<file path="src/rtl/sram_write_ctrl.sv">
// rtl/sram_write_ctrl.sv - drains pixel FIFO entries into an asynchronous SRAM frame buffer
module sram_write_ctrl #(
    parameter int DATA_W       = 16,
    parameter int ADDR_W       = 18,
    parameter int FRAME_PIXELS = 76800,
    parameter int WAIT_STATES  = 1
) (
    input  logic              clk,
    input  logic              rst,
    input  logic              en,
    input  logic [DATA_W:0]   fifo_dout,
    input  logic              fifo_empty,
    output logic              fifo_rd_en,
    output logic [ADDR_W-1:0] sram_addr,
    output logic [DATA_W-1:0] sram_dq_out,
    output logic              sram_dq_oe,
    output logic              sram_ce_n,
    output logic              sram_we_n,
    output logic              sram_oe_n,
    output logic              busy,
    output logic              frame_done,
    output logic              short_frame
);

    // Wide enough to count 0..WAIT_STATES; never narrower than one bit.
    localparam int WCNT_W = (WAIT_STATES < 1) ? 1 : $clog2(WAIT_STATES + 1);

    typedef enum logic [2:0] {
        S_IDLE  = 3'd0,
        S_LOAD  = 3'd1,
        S_SETUP = 3'd2,
        S_WRITE = 3'd3,
        S_HOLD  = 3'd4
    } state_t;

    state_t              r_state;
    state_t              w_state_nxt;

    logic [ADDR_W-1:0]   r_addr_cnt;
    logic [WCNT_W-1:0]   r_wait_cnt;

    logic [ADDR_W-1:0]   r_sram_addr;
    logic [DATA_W-1:0]   r_data;
    logic                r_dq_oe;
    logic                r_ce_n;
    logic                r_we_n;
    logic                r_busy;
    logic                r_frame_done;
    logic                r_short_frame;

    logic                w_rd_en;
    logic                w_sof;
    logic                w_frame_last;
    logic                w_wait_last;
    logic [ADDR_W-1:0]   w_addr_base;

    logic [ADDR_W-1:0]   w_addr_nxt;
    logic [DATA_W-1:0]   w_data_nxt;
    logic                w_dq_oe_nxt;
    logic                w_ce_n_nxt;
    logic                w_we_n_nxt;
    logic                w_busy_nxt;
    logic                w_frame_done_nxt;
    logic                w_short_frame_nxt;

    // The only combinational output: a fetch is issued straight from IDLE so the
    // FIFO data lands in the LOAD cycle.
    assign w_rd_en      = (r_state == S_IDLE) && en && !fifo_empty;
    assign w_sof        = fifo_dout[DATA_W];
    assign w_frame_last = (r_addr_cnt == ADDR_W'(FRAME_PIXELS - 1));
    assign w_wait_last  = (r_wait_cnt == WCNT_W'(WAIT_STATES));
    // A start-of-frame marker realigns the entry to the top of the frame buffer.
    assign w_addr_base  = w_sof ? '0 : r_addr_cnt;

    // State register.
    always_ff @(posedge clk) begin
        if (rst) begin
            r_state <= S_IDLE;
        end else begin
            r_state <= w_state_nxt;
        end
    end

    // Next-state decode: one pass IDLE -> LOAD -> SETUP -> WRITE(xN) -> HOLD per pixel.
    always_comb begin
        w_state_nxt = r_state;
        case (r_state)
            S_IDLE:  if (w_rd_en) w_state_nxt = S_LOAD;
            S_LOAD:  w_state_nxt = S_SETUP;
            S_SETUP: w_state_nxt = S_WRITE;
            S_WRITE: if (w_wait_last) w_state_nxt = S_HOLD;
            S_HOLD:  w_state_nxt = S_IDLE;
            default: w_state_nxt = S_IDLE;
        endcase
    end

    // Output decode: values the registered strobes take while in the upcoming state.
    always_comb begin
        w_addr_nxt        = r_sram_addr;
        w_data_nxt        = r_data;
        w_dq_oe_nxt       = 1'b0;
        w_ce_n_nxt        = 1'b1;
        w_we_n_nxt        = 1'b1;
        w_busy_nxt        = (w_state_nxt != S_IDLE);
        w_frame_done_nxt  = 1'b0;
        w_short_frame_nxt = 1'b0;

        if (r_state == S_LOAD) begin
            w_addr_nxt        = w_addr_base;
            w_data_nxt        = fifo_dout[DATA_W-1:0];
            w_short_frame_nxt = w_sof && (r_addr_cnt != '0);
        end

        if (r_state == S_HOLD) begin
            w_frame_done_nxt = w_frame_last;
        end

        case (w_state_nxt)
            S_SETUP, S_HOLD: begin
                w_ce_n_nxt  = 1'b0;
                w_dq_oe_nxt = 1'b1;
            end
            S_WRITE: begin
                w_ce_n_nxt  = 1'b0;
                w_dq_oe_nxt = 1'b1;
                w_we_n_nxt  = 1'b0;
            end
            default: ;
        endcase
    end

    // Output registers; reset drops every strobe immediately, abandoning any write.
    always_ff @(posedge clk) begin
        if (rst) begin
            r_sram_addr   <= '0;
            r_data        <= '0;
            r_dq_oe       <= 1'b0;
            r_ce_n        <= 1'b1;
            r_we_n        <= 1'b1;
            r_busy        <= 1'b0;
            r_frame_done  <= 1'b0;
            r_short_frame <= 1'b0;
        end else begin
            r_sram_addr   <= w_addr_nxt;
            r_data        <= w_data_nxt;
            r_dq_oe       <= w_dq_oe_nxt;
            r_ce_n        <= w_ce_n_nxt;
            r_we_n        <= w_we_n_nxt;
            r_busy        <= w_busy_nxt;
            r_frame_done  <= w_frame_done_nxt;
            r_short_frame <= w_short_frame_nxt;
        end
    end

    // Frame address counter: cleared by sof, advanced after each completed write.
    always_ff @(posedge clk) begin
        if (rst) begin
            r_addr_cnt <= '0;
        end else if ((r_state == S_LOAD) && w_sof) begin
            r_addr_cnt <= '0;
        end else if (r_state == S_HOLD) begin
            r_addr_cnt <= w_frame_last ? '0 : r_addr_cnt + ADDR_W'(1);
        end
    end

    // Write-pulse counter: counts WRITE cycles so we_n stays low WAIT_STATES+1 cycles.
    always_ff @(posedge clk) begin
        if (rst || (r_state != S_WRITE)) begin
            r_wait_cnt <= '0;
        end else begin
            r_wait_cnt <= r_wait_cnt + WCNT_W'(1);
        end
    end

    assign fifo_rd_en  = w_rd_en;
    assign sram_addr   = r_sram_addr;
    assign sram_dq_out = r_data;
    assign sram_dq_oe  = r_dq_oe;
    assign sram_ce_n   = r_ce_n;
    assign sram_we_n   = r_we_n;
    assign sram_oe_n   = 1'b1;
    assign busy        = r_busy;
    assign frame_done  = r_frame_done;
    assign short_frame = r_short_frame;

endmodule
</file>
<file path="config.mk">
export PLATFORM = sky130hd
export DESIGN_NAME = sram_write_ctrl
export DESIGN_NICKNAME = d
export VERILOG_FILES = /design/src/rtl/sram_write_ctrl.sv
export SDC_FILE = /design/constraint.sdc
export NUM_CORES = 1
export LEC_CHECK = 0
export CORE_UTILIZATION = 48
export DETAILED_ROUTE_END_ITERATION = 16
export GPL_TIMING_DRIVEN = 0
export PLACE_DENSITY = 0.81
export SLEW_MARGIN = 20
export SYNTH_ARGS = -nofsm -noshare
export SYNTH_HDL_FRONTEND = slang
export SYNTH_SLANG_ARGS = --single-unit
export TNS_END_PERCENT = 50
</file>
<file path="constraint.sdc">
create_clock -name clk -period 2.61 [get_ports clk]
set_input_delay 0.261 -clock clk [delete_from_list [all_inputs] [get_ports clk]]
set_output_delay 0.261 -clock clk [all_outputs]
set_load 0.02 [all_outputs]
</file>
==> flow_summary.yaml <==
timing:
  slew_viol_final: 0
  hold_viol_final: 0
  clock_skew_ns: 0.005254
  worst_slew_pin_slew_ns: 1.037
  tns_ns: 0
  period_needed_ns: 2.294
  period_share_pct: 87.88
  slew_headroom_pct: 30.74
  fmax_ghz: 0.4360
  finalSetupViolations: 0
  rsz0062_at_grt: "false"
synthesis:
  netlist_area_um2: 2402
  syn_nets: 312
  syn_area_per_cell_um2: 8.312
  synth_seq_area_share_pct: 51.67
  ys_types: 35
  ys_warn_count: 0
  ys_ff_latch: 62
  synth_cells: 289
clocking:
  clkTransAtPathRegs_ns: 0.06
  clk_latency_ns: 0.34
  clk_path_buf_depth: 2
  cts_resized: 0
  cts_setup_buffers: 0
  hold_buffers: 0
  cts_sinks: 62
  root_buffer: "clkbuf_8"
  cts_htree_levels: 3
  cts_tree: "yes"
  cts_buffers: 9
worst_setup_path:
  critical_path_class: "register to register"
  end_kind: "register"
  crit_path_max_incr_delay_ns: 0.88
  crit_fanout: 10
  path_cells: "clkbuf_1 > nor3b_1 > a21o_1 > buf_2 > buf_2 > a21oi_1"
  critical_path_buf_inv_count: 3
  worst_ep_arrival_time_ns: 2.52
  crit_required_ns: 2.83
  startpoint_type: "register"
  path_delay_family: "simple AND/OR/NAND/NOR gates"
  critPathSlowestCell: "nor3b_1"
  cp_common_cell: "buf_2"
grt:
  first_global_vias: 1871
  antenna_found_initial: 0
  grt_pass1_wl_mm: 8.694
  grt_overflow: 0
  grt_max_degree: 11
  grt_usage_pct: 21.77
floorplan:
  die_height_um: 72.75
  coreArea_um2: 4755
  pin_count: 63
  rows: 25
  die_area_um2: 5292
  start_util_pct: 50.53
  dieWidth_um: 72.75
status:
  status: "finished, final reports clean"
route:
  viasPerCell: 5.120
  drc: 0
  final_antenna_net_count: 0
  totalWireLength_mm: 5.406
  post_drt_wl_per_cell_um: 12.51
  dr.pass1.iters: 4
  num_vias: 2212
  drtIter0Drc: 119
final_layout:
  diodes: 0
  final_common_cell: "nand2_1"
  fin_area_um2: 3271
  layout_common_cells: "79 x nand2_1, 62 x dfxtp_1, 61 x clkdlybuf4s50_1"
  drive_gt1_share_pct: 7.397
  nets: 384
  area_growth_pct: 36.15
power_and_ir_drop:
  ir_drop_uv: 395.7
  p_leak_uw: 0.001117
  power_density_nw_per_um2: 578.4
placement:
  gp_congestion: 0.8842
  dpl_cell_area_um2: 3097
  post-dp-hpwl_mm: 3.729
  portBuffers: 61
flow_run:
  cap_violations: 0
worst_hold_path:
  holdCritPathClass: "register to register"
==> registers in the layout, summed over array words and instances, names as in the netlist <==
name	count
r_state	3
r_wait_cnt	1
sram_addr	18
sram_we_n	1
sram_dq_out	16
short_frame	1
frame_done	1
sram_ce_n	1
r_addr_cnt	18
sram_dq_oe	1
busy	1
==> worst reg2reg max path, cell delays in order, from the launching register on <==
cell      delay, ns
dfxtp_1        0.31
clkbuf_1       0.20
nor3b_1        0.88
a21o_1         0.25
buf_2          0.23
buf_2          0.25
a21oi_1        0.06
==> area by class of cell <==
cell class / instances / area, µm²
Buffer: 16 / 82.58
Clock buffer: 11 / 151.4
Clock inverter: 4 / 22.52
Fill cell: 414 / 1484
Inverter: 5 / 18.77
Multi-Input combinational cell: 206 / 1060
Sequential cell: 62 / 1241
Tap cell: 67 / 83.83
Timing Repair Buffer: 61 / 610.6
==> cell families after synthesis <==
logic type               synth area share (%)
buffers and inverters                   4.218
AO/OA/AOI/OAI                           12.08
flip-flops                              51.67
XOR/XNOR                                3.646
adder cells (fa/ha/maj)                 1.042
other                                  0.1561
AND/OR/NAND/NOR                         27.19
==> cells in the mapped netlist, drive strengths merged <==
master,instances,area share [%]
o31ai,4,1.3
a21oi,43,9.1
nand4bb,1,0.47
and4,1,0.36
clkbuf,9,1.4
nor4,5,1.3
nor3b,3,1.1
or3,4,1.0
a21o,2,0.62
conb,1,0.16
nand2,79,12
xnor2,4,1.5
buf,7,2.0
a31oi,1,0.26
ha,2,1.0
or2,2,0.52
nand4,5,1.3
or3b,1,0.47
o21ai,4,0.83
xor2,6,2.2
or4b,1,0.57
nand2b,1,0.26
nor4b,2,0.73
or4,4,1.3
dfxtp,62,52
and3,1,0.26
nor3,5,1.0
nand3,7,1.5
nor2,17,2.7
inv,5,0.78
==> path summary, 6_finish.rpt <==
path | start | end | slack, ns | cells after the start
worst min register to register | r_wait_cnt | r_wait_cnt | 0.45 | 1
worst max register to register | r_state[1] | sram_addr[13] | 0.32 | 6
worst max-delay path | r_state[1] | sram_addr[13] | 0.32 | 6
worst min-delay path | r_wait_cnt | r_wait_cnt | 0.45 | 1
==> metal layers <==
metal	vias to the layer above	global-route usage [%]	part of all wire, %
met2	80	34.37	45
li1	1128	-	-
met5	-	0	0
met4	0	7.843	1.5
met1	995	26.96	45
met3	9	8.564	8.4
==> stage by stage <==
stage / worst slack, ns / hold WS [ns] / power (µW) / util (%) / cells
floorplan: 0.7439 / 0.3912 / 1088 / - / 289
global placement: 0.3509 / 0.4343 / 1173 / 65.13 / 417
detailed placement: 0.3561 / 0.4409 / 1175 / 65.13 / 417
CTS: 0.3484 / 0.4506 / 1915 / 68.79 / 432
global route: 0.06284 / 0.4701 / 1973 / 68.79 / 432
finish: 0.3164 / 0.4471 / 1892 / 68.79 / 432
==> power breakdown <==
part / total, µW / switching, µW / internal, µW
combinational: 179 / 98.0 / 81.2
sequential: 974 / 7.76 / 966
clock: 738 / 353 / 385
Note: power is estimated with default switching activity, not from simulation.
